File: config.mk
export PLATFORM = sky130hd
export DESIGN_NAME = packetfilt_sched
export DESIGN_NICKNAME = d
export VERILOG_FILES = /design/src/rtl/packetfilt_sched.sv
export SDC_FILE = /design/constraint.sdc
export NUM_CORES = 1
export LEC_CHECK = 0
export BUFFER_PORTS_ARGS = -buffer_cell sky130_fd_sc_hd__buf_4
export CAP_MARGIN = 20
export CELL_PAD_IN_SITES_DETAIL_PLACEMENT = 1
export CELL_PAD_IN_SITES_GLOBAL_PLACEMENT = 1
export CORE_AREA = 2 2 158 160
export DETAILED_ROUTE_END_ITERATION = 6
export DIE_AREA = 0 0 160 162
export GPL_ROUTABILITY_DRIVEN = 1
export PLACE_DENSITY_LB_ADDON = 0.1
export SYNTH_ARGS = -nofsm -noshare
export SYNTH_HDL_FRONTEND = slang
export SYNTH_SLANG_ARGS = --single-unit
export TNS_END_PERCENT = 5
File: constraint.sdc
create_clock -name axi_aclk -period 2.75 [get_ports axi_aclk]
set_clock_uncertainty 0.2 [all_clocks]
set_input_delay 0.4125 -clock axi_aclk [delete_from_list [all_inputs] [get_ports axi_aclk]]
set_output_delay 0.4125 -clock axi_aclk [all_outputs]
set_load 0.1 [all_outputs]
File: src/rtl/packetfilt_sched.sv
`default_nettype none
// ============================================================================
// Module   : packetfilt_sched
// Brief    : Round-robin scheduler that multiplexes one snooper and one forwarder
//            across N_FILTERS packetfilt instances (strobes/dones/read data only).
//            Optional counters: define PACKETFILT_SCHED_STATS_EN.
// Revision : 1.0 - initial release
// ============================================================================
module packetfilt_sched #(
    parameter int N_FILTERS            = 4,
    parameter int SNOOP_FWD_ADDR_WIDTH = 9,
    parameter int DATA_WIDTH           = 64
) (
    input  logic                                           axi_aclk,
    input  logic                                           rst,
    input  logic                                           snooper_wr_en,
    input  logic                                           snooper_done,
    output logic                                           ready_for_snooper,
    input  logic                                           forwarder_rd_en,
    input  logic                                           forwarder_done,
    output logic [DATA_WIDTH-1:0]                          forwarder_rd_data,
    output logic                                           ready_for_forwarder,
    output logic [SNOOP_FWD_ADDR_WIDTH:0]                  len_to_forwarder,
`ifdef PACKETFILT_SCHED_STATS_EN
    output logic [31:0]                                    pkts_dispatched,
    output logic [31:0]                                    pkts_forwarded,
`endif
    output logic [N_FILTERS-1:0]                           flt_wr_en,
    output logic [N_FILTERS-1:0]                           flt_snooper_done,
    input  logic [N_FILTERS-1:0]                           flt_ready_for_snooper,
    output logic [N_FILTERS-1:0]                           flt_rd_en,
    output logic [N_FILTERS-1:0]                           flt_forwarder_done,
    input  logic [N_FILTERS-1:0]                           flt_ready_for_forwarder,
    input  logic [N_FILTERS*DATA_WIDTH-1:0]                flt_rd_data,
    input  logic [N_FILTERS*(SNOOP_FWD_ADDR_WIDTH+1)-1:0]  flt_len
);

    localparam int PLEN = SNOOP_FWD_ADDR_WIDTH + 1;
    localparam int SELW = (N_FILTERS > 1) ? $clog2(N_FILTERS) : 1;

    typedef enum logic [0:0] {IN_IDLE = 1'b0, IN_FILL  = 1'b1} in_state_t;
    typedef enum logic [0:0] {EG_IDLE = 1'b0, EG_GRANT = 1'b1} eg_state_t;

    in_state_t       r_in_state, w_in_next;
    eg_state_t       r_eg_state, w_eg_next;
    logic [SELW-1:0] r_in_sel, r_in_ptr, r_eg_sel, r_eg_ptr;

    // First requester strictly after ptr, wrapping; the last served filter ranks lowest.
    function automatic logic [SELW-1:0] rr_pick(input logic [N_FILTERS-1:0] req,
                                                input logic [SELW-1:0]      ptr);
        logic [SELW-1:0] sel;
        int              idx;
        sel = '0;
        for (int k = N_FILTERS; k >= 1; k--) begin
            idx = int'(ptr) + k;
            if (idx >= N_FILTERS) idx = idx - N_FILTERS;
            if (req[idx]) sel = SELW'(idx);
        end
        return sel;
    endfunction

    always_ff @(posedge axi_aclk) begin
        if (rst) begin
            r_in_state <= IN_IDLE;
            r_in_ptr   <= SELW'(N_FILTERS - 1);
            r_in_sel   <= '0;
        end else begin
            r_in_state <= w_in_next;
            if (r_in_state == IN_IDLE && |flt_ready_for_snooper)
                r_in_sel <= rr_pick(flt_ready_for_snooper, r_in_ptr);
            if (r_in_state == IN_FILL && snooper_done)
                r_in_ptr <= r_in_sel;
        end
    end

    // Outputs are also gated by rst so an in-flight done cannot leak during reset.
    always_comb begin
        w_in_next         = r_in_state;
        ready_for_snooper = 1'b0;
        flt_wr_en         = '0;
        flt_snooper_done  = '0;
        case (r_in_state)
            IN_IDLE: begin
                if (|flt_ready_for_snooper) w_in_next = IN_FILL;
            end
            IN_FILL: begin
                if (!rst) begin
                    ready_for_snooper          = 1'b1;
                    flt_wr_en[r_in_sel]        = snooper_wr_en;
                    flt_snooper_done[r_in_sel] = snooper_done;
                end
                if (snooper_done) w_in_next = IN_IDLE;
            end
            default: w_in_next = IN_IDLE;
        endcase
    end

    always_ff @(posedge axi_aclk) begin
        if (rst) begin
            r_eg_state <= EG_IDLE;
            r_eg_ptr   <= SELW'(N_FILTERS - 1);
            r_eg_sel   <= '0;
        end else begin
            r_eg_state <= w_eg_next;
            if (r_eg_state == EG_IDLE && |flt_ready_for_forwarder)
                r_eg_sel <= rr_pick(flt_ready_for_forwarder, r_eg_ptr);
            if (r_eg_state == EG_GRANT && forwarder_done)
                r_eg_ptr <= r_eg_sel;
        end
    end

    always_comb begin
        w_eg_next           = r_eg_state;
        ready_for_forwarder = 1'b0;
        len_to_forwarder    = '0;
        forwarder_rd_data   = '0;
        flt_rd_en           = '0;
        flt_forwarder_done  = '0;
        case (r_eg_state)
            EG_IDLE: begin
                if (|flt_ready_for_forwarder) w_eg_next = EG_GRANT;
            end
            EG_GRANT: begin
                if (!rst) begin
                    ready_for_forwarder          = 1'b1;
                    flt_rd_en[r_eg_sel]          = forwarder_rd_en;
                    flt_forwarder_done[r_eg_sel] = forwarder_done;
                    for (int i = 0; i < N_FILTERS; i++) begin
                        if (r_eg_sel == SELW'(i)) begin
                            len_to_forwarder  = flt_len[i*PLEN +: PLEN];
                            forwarder_rd_data = flt_rd_data[i*DATA_WIDTH +: DATA_WIDTH];
                        end
                    end
                end
                if (forwarder_done) w_eg_next = EG_IDLE;
            end
            default: w_eg_next = EG_IDLE;
        endcase
    end

`ifdef PACKETFILT_SCHED_STATS_EN
    always_ff @(posedge axi_aclk) begin
        if (rst) begin
            pkts_dispatched <= '0;
            pkts_forwarded  <= '0;
        end else begin
            if (r_in_state == IN_FILL && snooper_done)   pkts_dispatched <= pkts_dispatched + 32'd1;
            if (r_eg_state == EG_GRANT && forwarder_done) pkts_forwarded  <= pkts_forwarded + 32'd1;
        end
    end
`endif

endmodule
`default_nettype wire

==> impl_metrics.env, run 1 <==
export IMPL_grt_max_degree=47
export IMPL_synth_fp_nets=577
export IMPL_final_core_util=0.270
export IMPL_holdPathStages=2
export IMPL_drt_pass1_iterations=6
export IMPL_yosysTopAreaCell="mux4_2"
export IMPL_ys_seq_area_frac=0.0655
export IMPL_root_buffer="clkbuf_16"
export IMPL_power_leakage_nw=2.98
export IMPL_worst_slew_pin_slew_ps=316
export IMPL_drive_above_1_share=0.775
export IMPL_chipWidth_microns=160
export IMPL_grt_pass1_vias=4610
export IMPL_overflow=0
export IMPL_drt_total_wl_microns=22500
export IMPL_p_total_mw=1.97
export IMPL_grt_use_total=0.166
export IMPL_synth_top_area_frac=0.545
export IMPL_synth_area_top_cells="mux4_2, and2_1, dfxtp_1, buf_12, nor2_1"
export IMPL_fmax_mhz=385
export IMPL_synthCells=267
export IMPL_rsz0062_at_grt="no"
export IMPL_powerDensity_nw_per_um2=302
export IMPL_ys_seq_elements=10
export IMPL_cts_resized=0
export IMPL_die_y_microns=162
export IMPL_grt_util_met3=0.0358
export IMPL_h_tree_depth=1
export IMPL_initial_core_util=0.127
export IMPL_ir_drop_uv=162
export IMPL_yosys_warnings=0
export IMPL_setup_tns_ps=0
export IMPL_met2_usage=0.329
export IMPL_synth_distinct_cells=34
export IMPL_synth_area_sq_um=3060
export IMPL_critPathKind="reg2out"
export IMPL_required_ps=2140
export IMPL_cts_hold_buffers=0
export IMPL_clk_latency_ps=230
export IMPL_dp_hpwl_microns=19700
export IMPL_cp_data_arrival_time_ps=1990
export IMPL_cts_tree="built"
export IMPL_met1_usage=0.178
export IMPL_finalHoldViolCount=0
export IMPL_slew_headroom=0.791
export IMPL_setup_viol=0
export IMPL_cts_buffers=3
export IMPL_outcome="finished clean"
export IMPL_period_share=0.946
export IMPL_fin_crit_ps=2600
export IMPL_ant_nets=0
export IMPL_vias=4051
export IMPL_clk_pin_slew_ps=40
export IMPL_cp_max_fo=30
export IMPL_area_delta_synth_final_pct=113
export IMPL_io_buffers=401
export IMPL_drc=0
export IMPL_coreArea_sq_um=24100
export IMPL_viasPerCell=4.14
export IMPL_drt_initial_drc_count=111
export IMPL_grt_first_pass_wirelength_microns=32100
export IMPL_start_kind="register"
export IMPL_antenna_found_initial=2
export IMPL_cp_end_kind="primary output"
export IMPL_post_cts_buffers=0
export IMPL_reg2regPathDepth=3
export IMPL_place_gp_congestion=0.935
export IMPL_die_area_sq_um=25900
export IMPL_syn_avg_cell_area_sq_um=11.4
export IMPL_final_nets=964
export IMPL_hold_class="in2reg"
export IMPL_busiest_layer="met2"
export IMPL_io_pin_count=402
export IMPL_post_drt_wl_per_cell_microns=23.0
export IMPL_clockBufferDepth=2
export IMPL_rows=57
export IMPL_drv_slew=0
export IMPL_timing_max_cap_violations=0
export IMPL_cts_num_sinks=10
==> report_power, final <==
part | total, mW | internal, mW | switching, mW
clock network | 0.262 | 0.194 | 0.0674
registers | 0.190 | 0.158 | 0.0314
logic | 1.51 | 0.687 | 0.827
==> cell usage after synthesis, drive strengths merged <==
cell type,n
a211oi,1
o32ai,1
a21oi,2
nor2b,6
a21boi,2
clkbuf,11
mux4,74
buf,17
o221a,2
o21bai,1
nor3,4
nor2,17
o211ai,2
inv,6
o32a,2
dfxtp,10
mux2i,1
o21ai,3
nand3b,1
a311oi,2
nand2b,5
or4,2
o22ai,1
o211a,1
a211o,3
and2,75
and3,3
nand2,12
==> cell usage in the layout (no fill, tap or decap), drive strengths merged, types with 2 or more instances in the layout <==
cell type  instances
buf              410
and2              75
mux4              74
nor2              17
nand2             12
dfxtp             10
inv                6
nor2b              6
nand2b             5
nor3               4
clkbuf             4
o21ai              3
and3               3
a211o              3
a21boi             2
o211ai             2
o221a              2
a21oi              2
o32a               2
or4                2
a311oi             2
==> kinds of logic after synthesis <==
group	Yosys count	share of synthesized area
muxes	75	0.549
AOI/OAI and AO/OA	23	0.0639
and+or+nand+nor	125	0.234
DFF	10	0.0655
buffers and inverters	34	0.0880
==> flip-flops by register name, indices dropped and copies added (netlist names) <==
register and cells:
r_in_state 1, r_in_ptr 2, r_in_sel 2, r_eg_ptr 2
r_eg_state 1, r_eg_sel 2
==> area by class of cell <==
class                      count  area (sq um)
timing repair buffer         410          3180
antenna                        1          2.50
clock buffer                   4          78.8
fill                        2871         17600
tap                          324           405
multi-input combinational    223          2610
sequential                    10           208
inverter                       6          22.5
==> worst max-delay path, cell delays in order, from the launching register on <==
cell	delay, ps
dfxtp_4	470
buf_12	290
mux4_2	570
and2_1	180
buf_4	230
==> worst paths after layout <==
path              slack, ps                    end    startpoint
setup / recovery        150  forwarder_rd_data[30]   r_eg_sel[0]
hold / removal          210             r_in_state  snooper_done
setup reg to reg       1310            r_eg_sel[1]   r_eg_sel[1]
hold reg to reg         340            r_in_sel[1]   r_in_sel[1]
==> per-stage QoR <==
stage	hold WS (ps)	area, sq um	setup slack, ps	std cells
after CTS	213	6510	115	977
after detailed placement	338	6430	179	973
after global placement	327	6430	238	973
after global routing	220	6510	3.94	978
after floorplan	274	3080	-812	267
final	211	6510	150	978
==> metal layers <==
| metal | vias up | routed length, microns |
|---|---|---|
| li1 | 1823 | - |
| met1 | 2018 | 7940 |
| met2 | 182 | 12500 |
| met3 | 28 | 1410 |
| met4 | 0 | 590 |
| met5 | - | 0 |
Power figures use the tool's default switching activity.
==> inputs of run 2 (changes only) <==
--- a/config.mk
+++ b/config.mk
@@ -13,6 +13,7 @@
 export DETAILED_ROUTE_END_ITERATION = 6
 export DIE_AREA = 0 0 160 162
 export GPL_ROUTABILITY_DRIVEN = 1
+export MAX_ROUTING_LAYER = met4
 export PLACE_DENSITY_LB_ADDON = 0.1
 export SYNTH_ARGS = -nofsm -noshare
 export SYNTH_HDL_FRONTEND = slang
==> run 2 against run 1 <==
  * Total power fell by 0.35%
  * Worst hold slack got worse by 1.2 ps
  * Highest routed layer unchanged
  * Via count down 2.5%
==> impl_metrics.env, run 2 (same netlist as run 1, synthesis figures left out) <==
export IMPL_outcome="finished clean"
export IMPL_layout_common_cells="buf_4, mux4_2, and2_1"
export IMPL_cp_end_kind="primary output"
export IMPL_antenna_cells=0
export IMPL_drv_slew=0
export IMPL_rsz0062_at_grt="no"
export IMPL_ir_drop_uv=159
export IMPL_coreArea_sq_um=24100
export IMPL_p_total_mw=1.96
export IMPL_timing_max_cap_violations=0
export IMPL_reg2regPathDepth=2
export IMPL_worstHoldEndpoint="r_in_state"
export IMPL_critPathKind="reg2out"
export IMPL_period_share=0.945
export IMPL_hold_path_startpoint="snooper_done"
export IMPL_clk_latency_ps=230
export IMPL_sw_frac_of_total=0.468
export IMPL_root_buffer="clkbuf_16"
export IMPL_slowest_stage="dfxtp_4"
export IMPL_seq_area_sq_um=208
export IMPL_power_frac_seq=0.099
export IMPL_switching_power_mw=0.917
export IMPL_hold_class="in2reg"
export IMPL_final_core_util=0.271
export IMPL_cts_hold_buffers=0
export IMPL_place_gp_congestion=0.947
export IMPL_setup_viol=0
export IMPL_start_kind="register"
export IMPL_slew_headroom=0.783
export IMPL_grt_first_pass_wirelength_microns=31600
export IMPL_worst_r2r_setup_slack_ps=1440
export IMPL_cp_data_arrival_time_ps=1990
export IMPL_multiInputGateArea_sq_um=2610
export IMPL_rows=57
export IMPL_r2r_end="r_eg_sel[1]"
export IMPL_antenna_found_initial=0
export IMPL_drt_pass1_iterations=4
export IMPL_fmax_mhz=385
export IMPL_vias=3950
export IMPL_grt_use_total=0.165
export IMPL_path_cells="buf_12 > mux4_2 > and2_1 > buf_4"
export IMPL_p_int_mw=1.04
export IMPL_die_y_microns=162
export IMPL_overflow=0
export IMPL_fill_cells=2876
export IMPL_cts_tree="built"
export IMPL_final_cells=977
export IMPL_io_pin_count=402
export IMPL_area_delta_synth_final_pct=114
export IMPL_h_tree_depth=1
export IMPL_power_leakage_nw=2.98
export IMPL_holdPathStages=2
export IMPL_dp_hpwl_microns=19100
export IMPL_critPathLaunch="r_eg_sel[0]"
export IMPL_viasPerCell=4.04
export IMPL_drt_initial_drc_count=138
export IMPL_clk_pin_slew_ps=40
export IMPL_clockBufferDepth=2
export IMPL_post_drt_wl_per_cell_microns=22.5
export IMPL_chipWidth_microns=160
export IMPL_finalHoldViolCount=0
export IMPL_initial_core_util=0.127
export IMPL_drive_above_1_share=0.775
export IMPL_drc=0
export IMPL_cp_slowest_stage_delay_ps=530
export IMPL_required_ps=2140
export IMPL_clockPowerShare=0.131
export IMPL_cp_max_fo=21
export IMPL_cts_num_sinks=10
export IMPL_grt_max_degree=77
export IMPL_io_buffers=401
export IMPL_dpl_cell_count=973
export IMPL_layout_commonest_cell="buf_4"
export IMPL_grt_pass1_vias=4404
export IMPL_cts_buffers=3
export IMPL_fin_crit_ps=2600
export IMPL_reg2reg_from="r_eg_sel[1]"
export IMPL_ant_nets=0
export IMPL_drt_total_wl_microns=22000
export IMPL_comb_power_share=0.770
export IMPL_worst_slew_pin_slew_ps=325
export IMPL_powerDensity_nw_per_um2=300
export IMPL_die_area_sq_um=25900
export IMPL_final_nets=964
-- run 2: changes by cell type in the layout (fill, tap and decap cells not counted) --
cell,delta
buf_4,-4
buf_12,+1
buf_6,+3
diode_2,-1
-- run 2: per-layer routing --
layer	wire [microns]	GRT usage	up-vias
li1	-	-	1823
met1	8280	0.184	1980
met2	12500	0.324	145
met3	1210	0.0301	2
met4	17	0.00491	0
met5	0	-	-
-- run 2: what timing repair did --
item                                   in CTS  in global routing
resized for setup                           0                  3
endpoints found under the hold margin       0                  0
setup endpoints to repair                   0                  3
buffers inserted                            0                  0
-- run 2: final cells by class --
type / instances / share of cell area
clock buffers: 4 / 0.0121
flip-flops and latches: 10 / 0.0318
well taps: 324 / 0.0621
inverters: 6 / 0.00345
repair buffers: 410 / 0.490
multi-input cells: 223 / 0.400
-- run 2: power groups by stage --
| stage | Combinational [mW] | Sequential (mW) | Clock (mW) |
|---|---|---|---|
| detailed placement | 1.53 | 0.200 | 0 |
| floorplan | 1.00 | 0.168 | 0 |
| finish | 1.51 | 0.194 | 0.256 |
| CTS | 1.53 | 0.197 | 0.260 |
| global placement | 1.51 | 0.198 | 0 |
| global route | 1.59 | 0.200 | 0.271 |
-- run 2: worst max path at each step --
stage	slack, ps	cells after the start	to
after floorplan	-810	6	flt_rd_en[0]
after global placement	210	8	flt_rd_en[1]
after detailed placement	90	8	flt_rd_en[1]
after CTS	80	8	flt_rd_en[1]
after global routing	0.2	8	flt_rd_en[1]
final	150	4	forwarder_rd_data[36]
-- run 2: worst max-delay path: cells and delay by family (launching register included) --
family / cells / cell delay (ps)
AND/OR/NAND/NOR: 1 / 180
multiplexers: 1 / 530
buffers and inverters: 2 / 490
flip-flops: 1 / 530
-- run 2: per-stage QoR --
stage                     setup TNS (ps)  setup slack (ps)  hold slack [ps]  cell area (sq um)
after CTS                              0              84.4              213               6520
final                                  0               152              209               6530
after global routing                   0             0.176              230               6530
after global placement                 0               206              323               6440
after detailed placement               0              86.2              324               6440
after floorplan                   -10790              -812              274               3080
